===== config.mk =====
export PLATFORM = sky130hd
export DESIGN_NAME = mc_control_fsm
export DESIGN_NICKNAME = d
export VERILOG_FILES = /design/src/rtl/mc_control_fsm.sv
export SDC_FILE = /design/constraint.sdc
export NUM_CORES = 1
export LEC_CHECK = 0
export ABC_AREA = 1
export BUFFER_PORTS_ARGS = -buffer_cell sky130_fd_sc_hd__buf_4
export CORE_MARGIN = 2
export CORE_UTILIZATION = 55
export DETAILED_ROUTE_END_ITERATION = 6
export GPL_ROUTABILITY_DRIVEN = 0
export PLACE_DENSITY_LB_ADDON = 0.08
export SYNTH_ARGS = -nofsm -noshare
export SYNTH_HDL_FRONTEND = slang
export SYNTH_SLANG_ARGS = --single-unit

===== constraint.sdc =====
create_clock -name clk_i -period 3.3 [get_ports clk_i]
set_input_delay 0.495 -clock clk_i [delete_from_list [all_inputs] [get_ports clk_i]]
set_output_delay 0.495 -clock clk_i [all_outputs]
set_load 0.02 [all_outputs]

===== src/rtl/mc_control_fsm.sv =====
// Multi-cycle sequencer for the RV32I core: FETCH, DECODE, EXECUTE, MEM, WB.
// Owns the CPU state register and drives every per-state enable and mux select.
// It also handles memory wait-states, bus timeouts, illegal opcodes and halt.
module mc_control_fsm #(
  parameter int unsigned Timeout = 15  // max ack wait cycles; 0 disables the timeout
) (
  input  logic       clk_i,
  input  logic       rst_ni,
  input  logic [6:0] opcode_i,
  input  logic       branch_taken_i,
  input  logic       imem_ack_i,
  input  logic       dmem_ack_i,
  input  logic       halt_req_i,
  output logic [2:0] state_o,
  output logic       imem_req_o,
  output logic       ir_we_o,
  output logic       pc_we_o,
  output logic [1:0] pc_sel_o,
  output logic       alu_srcb_o,
  output logic [1:0] alu_op_o,
  output logic       dmem_req_o,
  output logic       dmem_we_o,
  output logic       rf_we_o,
  output logic [1:0] wb_sel_o,
  output logic       retire_o,
  output logic       halted_o,
  output logic       illegal_o,
  output logic       bus_err_o
);

  typedef enum logic [2:0] {
    StFetch   = 3'd0,
    StDecode  = 3'd1,
    StExecute = 3'd2,
    StMem     = 3'd3,
    StWb      = 3'd4,
    StTrap    = 3'd5,
    StHalt    = 3'd6
  } state_e;

  typedef enum logic [3:0] {
    ClsNone,
    ClsR,
    ClsIAlu,
    ClsLoad,
    ClsStore,
    ClsBranch,
    ClsJal,
    ClsJalr,
    ClsLui,
    ClsAuipc
  } cls_e;

  localparam int unsigned    CntW   = (Timeout < 2) ? 1 : $clog2(Timeout + 1);
  localparam logic [CntW-1:0] CntMax = CntW'(Timeout);

  state_e          state_q, state_d;
  cls_e            cls_q, cls_d, dec_cls;
  logic [CntW-1:0] cnt_q, cnt_d;
  logic            illegal_q, illegal_d;
  logic            bus_err_q, bus_err_d;
  logic            timeout_hit;
  state_e          boundary;

  // Opcode to instruction class; anything unlisted is illegal (ClsNone).
  always_comb begin
    dec_cls = ClsNone;
    case (opcode_i)
      7'b0110011: dec_cls = ClsR;
      7'b0010011: dec_cls = ClsIAlu;
      7'b0000011: dec_cls = ClsLoad;
      7'b0100011: dec_cls = ClsStore;
      7'b1100011: dec_cls = ClsBranch;
      7'b1101111: dec_cls = ClsJal;
      7'b1100111: dec_cls = ClsJalr;
      7'b0110111: dec_cls = ClsLui;
      7'b0010111: dec_cls = ClsAuipc;
      default:    dec_cls = ClsNone;
    endcase
  end

  assign timeout_hit = (Timeout != 0) && (cnt_q == CntMax);
  assign boundary    = halt_req_i ? StHalt : StFetch;

  // Next-state, wait counter, latched class and sticky trap causes.
  always_comb begin
    state_d   = state_q;
    cnt_d     = cnt_q;
    cls_d     = cls_q;
    illegal_d = illegal_q;
    bus_err_d = bus_err_q;
    unique case (state_q)
      StFetch: begin
        // An ack in the same cycle as the timeout takes priority.
        if (imem_ack_i) begin
          state_d = StDecode;
        end else if (timeout_hit) begin
          state_d   = StTrap;
          bus_err_d = 1'b1;
        end else begin
          cnt_d = cnt_q + CntW'(1);
        end
      end
      StDecode: begin
        cls_d = dec_cls;
        if (dec_cls == ClsNone) begin
          state_d   = StTrap;
          illegal_d = 1'b1;
        end else begin
          state_d = StExecute;
        end
      end
      StExecute: begin
        case (cls_q)
          ClsBranch:         state_d = boundary;
          ClsLoad, ClsStore: state_d = StMem;
          default:           state_d = StWb;
        endcase
      end
      StMem: begin
        if (dmem_ack_i) begin
          state_d = (cls_q == ClsStore) ? boundary : StWb;
        end else if (timeout_hit) begin
          state_d   = StTrap;
          bus_err_d = 1'b1;
        end else begin
          cnt_d = cnt_q + CntW'(1);
        end
      end
      StWb:    state_d = boundary;
      StHalt:  state_d = halt_req_i ? StHalt : StFetch;
      StTrap:  state_d = StTrap;
      default: state_d = StTrap;
    endcase
    // Every fresh wait window starts from zero.
    if ((state_d == StFetch || state_d == StMem) && state_d != state_q) begin
      cnt_d = '0;
    end
  end

  // Sequencer state register, the only copy of the CPU state.
  always_ff @(posedge clk_i or negedge rst_ni) begin
    if (!rst_ni) begin
      state_q   <= StFetch;
      cnt_q     <= '0;
      cls_q     <= ClsNone;
      illegal_q <= 1'b0;
      bus_err_q <= 1'b0;
    end else begin
      state_q   <= state_d;
      cnt_q     <= cnt_d;
      cls_q     <= cls_d;
      illegal_q <= illegal_d;
      bus_err_q <= bus_err_d;
    end
  end

  assign state_o   = state_q;
  assign illegal_o = illegal_q;
  assign bus_err_o = bus_err_q;
  assign halted_o  = (state_q == StHalt);

  // Datapath controls; held low while in reset so FETCH does not request early.
  always_comb begin
    imem_req_o = 1'b0;
    ir_we_o    = 1'b0;
    pc_we_o    = 1'b0;
    pc_sel_o   = 2'b00;
    alu_srcb_o = 1'b0;
    alu_op_o   = 2'b00;
    dmem_req_o = 1'b0;
    dmem_we_o  = 1'b0;
    rf_we_o    = 1'b0;
    wb_sel_o   = 2'b00;
    retire_o   = 1'b0;
    if (rst_ni) begin
      unique case (state_q)
        StFetch: begin
          imem_req_o = 1'b1;
          ir_we_o    = imem_ack_i;
        end
        StExecute: begin
          case (cls_q)
            ClsR: begin
              alu_srcb_o = 1'b0;
              alu_op_o   = 2'b10;
            end
            ClsIAlu: begin
              alu_srcb_o = 1'b1;
              alu_op_o   = 2'b10;
            end
            ClsLui: begin
              alu_srcb_o = 1'b1;
              alu_op_o   = 2'b11;
            end
            ClsBranch: begin
              alu_op_o = 2'b01;
              pc_we_o  = 1'b1;
              pc_sel_o = branch_taken_i ? 2'b01 : 2'b00;
              retire_o = 1'b1;
            end
            // LOAD/STORE/JAL/JALR/AUIPC all add an immediate.
            default: begin
              alu_srcb_o = 1'b1;
              alu_op_o   = 2'b00;
            end
          endcase
        end
        StMem: begin
          dmem_req_o = 1'b1;
          dmem_we_o  = (cls_q == ClsStore);
          if (dmem_ack_i && cls_q == ClsStore) begin
            pc_we_o  = 1'b1;
            retire_o = 1'b1;
          end
        end
        StWb: begin
          rf_we_o  = 1'b1;
          pc_we_o  = 1'b1;
          retire_o = 1'b1;
          case (cls_q)
            ClsLoad:        wb_sel_o = 2'b01;
            ClsJal, ClsJalr: wb_sel_o = 2'b10;
            default:        wb_sel_o = 2'b00;
          endcase
          case (cls_q)
            ClsJal:  pc_sel_o = 2'b01;
            ClsJalr: pc_sel_o = 2'b10;
            default: pc_sel_o = 2'b00;
          endcase
        end
        default: ;
      endcase
    end
  end

endmodule


==> results.txt <==
Cells after Synth = 176
total number of vias = 1240
Syn Std Cell Area = 1152 um^2
PostCTS Resize Cnt = 0
final cycle utilization of the critical path = 0.6787
worst-skew pair later-pin latency = 0.28 ns
internal power = 0.4810 mW
initial antenna violation count = 0
kind of critical path = register to primary output
Distinct cells, synth = 29
Worst Skew = 0.002134 ns
Syn. warnings = 0
DRT iter0 DRCs = 29
CTS tree = built
total of max-cap violations = 0
PD cells = 685.6 nW/um^2
PortBufs = 32
CP arrival = 1.74 ns
CTS clock-pin slew for the worst setup and hold paths = 0.07 ns
Setup WS pre-CTS = 1.379 ns
# clock sinks = 13
Peak VDD IR = 0.3897 mV
DIE WIDTH = 49.78 um
critical path's top delay family = simple AND/OR/NAND/NOR gates
antenna fix cells = 0
sw frac = 0.5146
Die Height = 49.78 um
overall routed net length = 2611 um
biggest cell delay along the critical path = 0.48 ns
commonest register cell after synthesis = dfrtp_1
asr flop ratio synth = 1.000
proportion of layout cells with a drive suffix above 1 = 0.3128
sw power = 0.5098 mW
post-synthesis average cell area = 6.547 um^2
CP Buf/Inv Count = 4
worst r2r dst = cnt_q[0]$_DFFE_PN0P_
number of synthesized flops with an enable pin = 0
Gate power share = 0.631
GR Layer Usage met3 = 0.04848
final hold violations = 0
Seq pwr share = 0.272
Worst setup SP type = register
Critical Path End Type = primary output
worst r2r path cells = 9
Period minus WS final = 2.240 ns
die area = 2478 um^2
CTS Buf Count = 3
RSZ-0062 raised after global routing = false
core area = 1962 um^2
Max Fanout on Critical Path = 7
Clock power frac = 0.097
CTS Hold Buffers Added = 0
Syn Nets = 190
Hold Path Class = input port to asynchronous set/reset pin
status = finished clean
Rows = 16
total gr overflow = 0
Ports = 33
DR vias/cell = 5.210
Total Routing Usage GR = 0.2317
hold_ws = 0.05050 ns
post-DP HPWL = 2139 um
sequential fraction of the synthesis area = 0.2823
DRC viols = 0
Yosys reg bits = 13
Final WS setup = 1.060 ns
Final #Nets = 226
Starting Density = 0.5874
Pre-antenna DRT Iters = 4
global-route wire length before repair = 4491 um
sum of negative setup slack = 0 ns
final setup vio count = 0
clock tree buffer depth = 2
Layout area overhead = 25.41%
number of global-route vias before repair = 1120
CTS root buf = clkbuf_4
r2r setup slk = 1.54 ns
Leakage = 0.7885 nW
Routed WL per cell = 10.97 um
Crit-path slowest cell = dfrtp_1
met2 GRT Util = 0.3889
setup bufs post-CTS = 0
Most Used Layer, Global Route = met2
post-route ant nets = 0
CP required = 2.80 ns
max frequency = 446.5 MHz
crit-path cells = nor2_1 -> inv_1 -> nor2_1 -> inv_1 -> nor2_1 -> inv_1 -> nor3_1 -> buf_4
launching point of the worst reg2reg path = cnt_q[0]$_DFFE_PN0P_
Slew Limit Fails = 0
Worst Max-Slew Pin Slew = 0.3586 ns
relative slew slack = 0.7601
# fillers = 159
met1 usage = 0.2791
CP startpoint = state_o[1]$_DFF_PN0_
htree depth = 1
largest net degree at the start of global routing = 16
-- worst register-to-register path: stages, from the launching register on --
cell,delay (ns)
dfrtp_1,0.41
ha_1,0.24
nand3_1,0.22
nor2_1,0.07
a21oi_1,0.14
nand4_1,0.18
nor2_4,0.16
nand3_2,0.11
nand2_1,0.09
inv_1,0.04
-- worst max path at each step --
stage	end	slack (ns)	cells after the start
2_1_floorplan	pc_sel_o[1]	0.96	7
3_3_place_gp	pc_sel_o[1]	1.43	6
3_5_place_dp	pc_sel_o[1]	1.38	8
4_1_cts	pc_sel_o[1]	1.07	8
5_1_grt	pc_sel_o[1]	0.85	8
6_report	pc_sel_o[1]	1.06	8
-- through the flow --
step | cell area (um^2) | instances | util | power (mW)
2_1_floorplan | 1152 | 176 | - | 0.7286
3_3_place_gp | 1419 | 234 | 0.7232 | 0.8696
3_5_place_dp | 1419 | 234 | 0.7232 | 0.8944
4_1_cts | 1445 | 238 | 0.7366 | 0.9929
5_1_grt | 1445 | 238 | 0.7366 | 1.092
6_report | 1445 | 238 | 0.7366 | 0.9908
-- metal layers --
layer	up-vias	wire [um]
li1	626	-
met5	-	0
met3	11	175
met2	46	1220
met1	557	1136
met4	0	79
-- power groups by stage --
stage | logic, mW | clock network, mW | registers, mW
2_1_floorplan | 0.445 | 0 | 0.284
3_3_place_gp | 0.603 | 0 | 0.267
3_5_place_dp | 0.624 | 0 | 0.271
4_1_cts | 0.627 | 0.0990 | 0.267
5_1_grt | 0.701 | 0.113 | 0.277
6_report | 0.625 | 0.0964 | 0.270
-- layout make-up --
type | count | area, um^2 | share of cell area
clock buffer | 4 | 26.28 | 0.01818
inverter | 32 | 120.1 | 0.08312
multi-input combinational | 130 | 699.4 | 0.4840
sequential | 13 | 325.3 | 0.2251
tap | 27 | 33.78 | 0.02338
timing repair buffer | 32 | 240.2 | 0.1662
-- cell usage in the layout (no fill, tap or decap), drive strengths merged, types with 9 or more instances in the layout --
| cell type | Yosys | routed |
|---|---|---|
| a21oi | 9 | 9 |
| nor2 | 35 | 35 |
| inv | 32 | 32 |
| buf | 1 | 32 |
| nand2 | 47 | 47 |
| dfrtp | 13 | 13 |
| nand3 | 13 | 13 |
-- cells by family (layout without fill, tap and decap cells) --
group           count (synthesis)  count (layout)  synth area share
flops                          13              13            0.2823
compound gates                 17              17           0.08253
mux                             2               2           0.01737
fa+ha+maj                       1               1           0.01086
buf+inv                        33              68            0.1108
simple gates                  107             107            0.4734
xor+xnor                        3               3           0.02281
-- registers in the layout (all words and copies together) (netlist names) --
register   count
bus_err_o      1
cls_q          4
cnt_q          4
illegal_o      1
state_o        3
-- Yosys cell counts, types with 2 or more instances --
cell | number | area share
a21oi_1 | 9 | 0.039
dfrtp_1 | 13 | 0.28
inv_1 | 25 | 0.081
inv_2 | 7 | 0.023
mux2i_1 | 2 | 0.017
nand2_1 | 40 | 0.13
nand2_2 | 6 | 0.033
nand3_1 | 9 | 0.039
nand3_2 | 4 | 0.035
nand3b_1 | 2 | 0.013
nand4_1 | 3 | 0.016
nor2_1 | 25 | 0.081
nor2_2 | 7 | 0.038
nor2_4 | 3 | 0.029
nor3_1 | 3 | 0.013
o21ai_0 | 4 | 0.017
xor2_1 | 2 | 0.015
(Power assumes the default switching activity.)
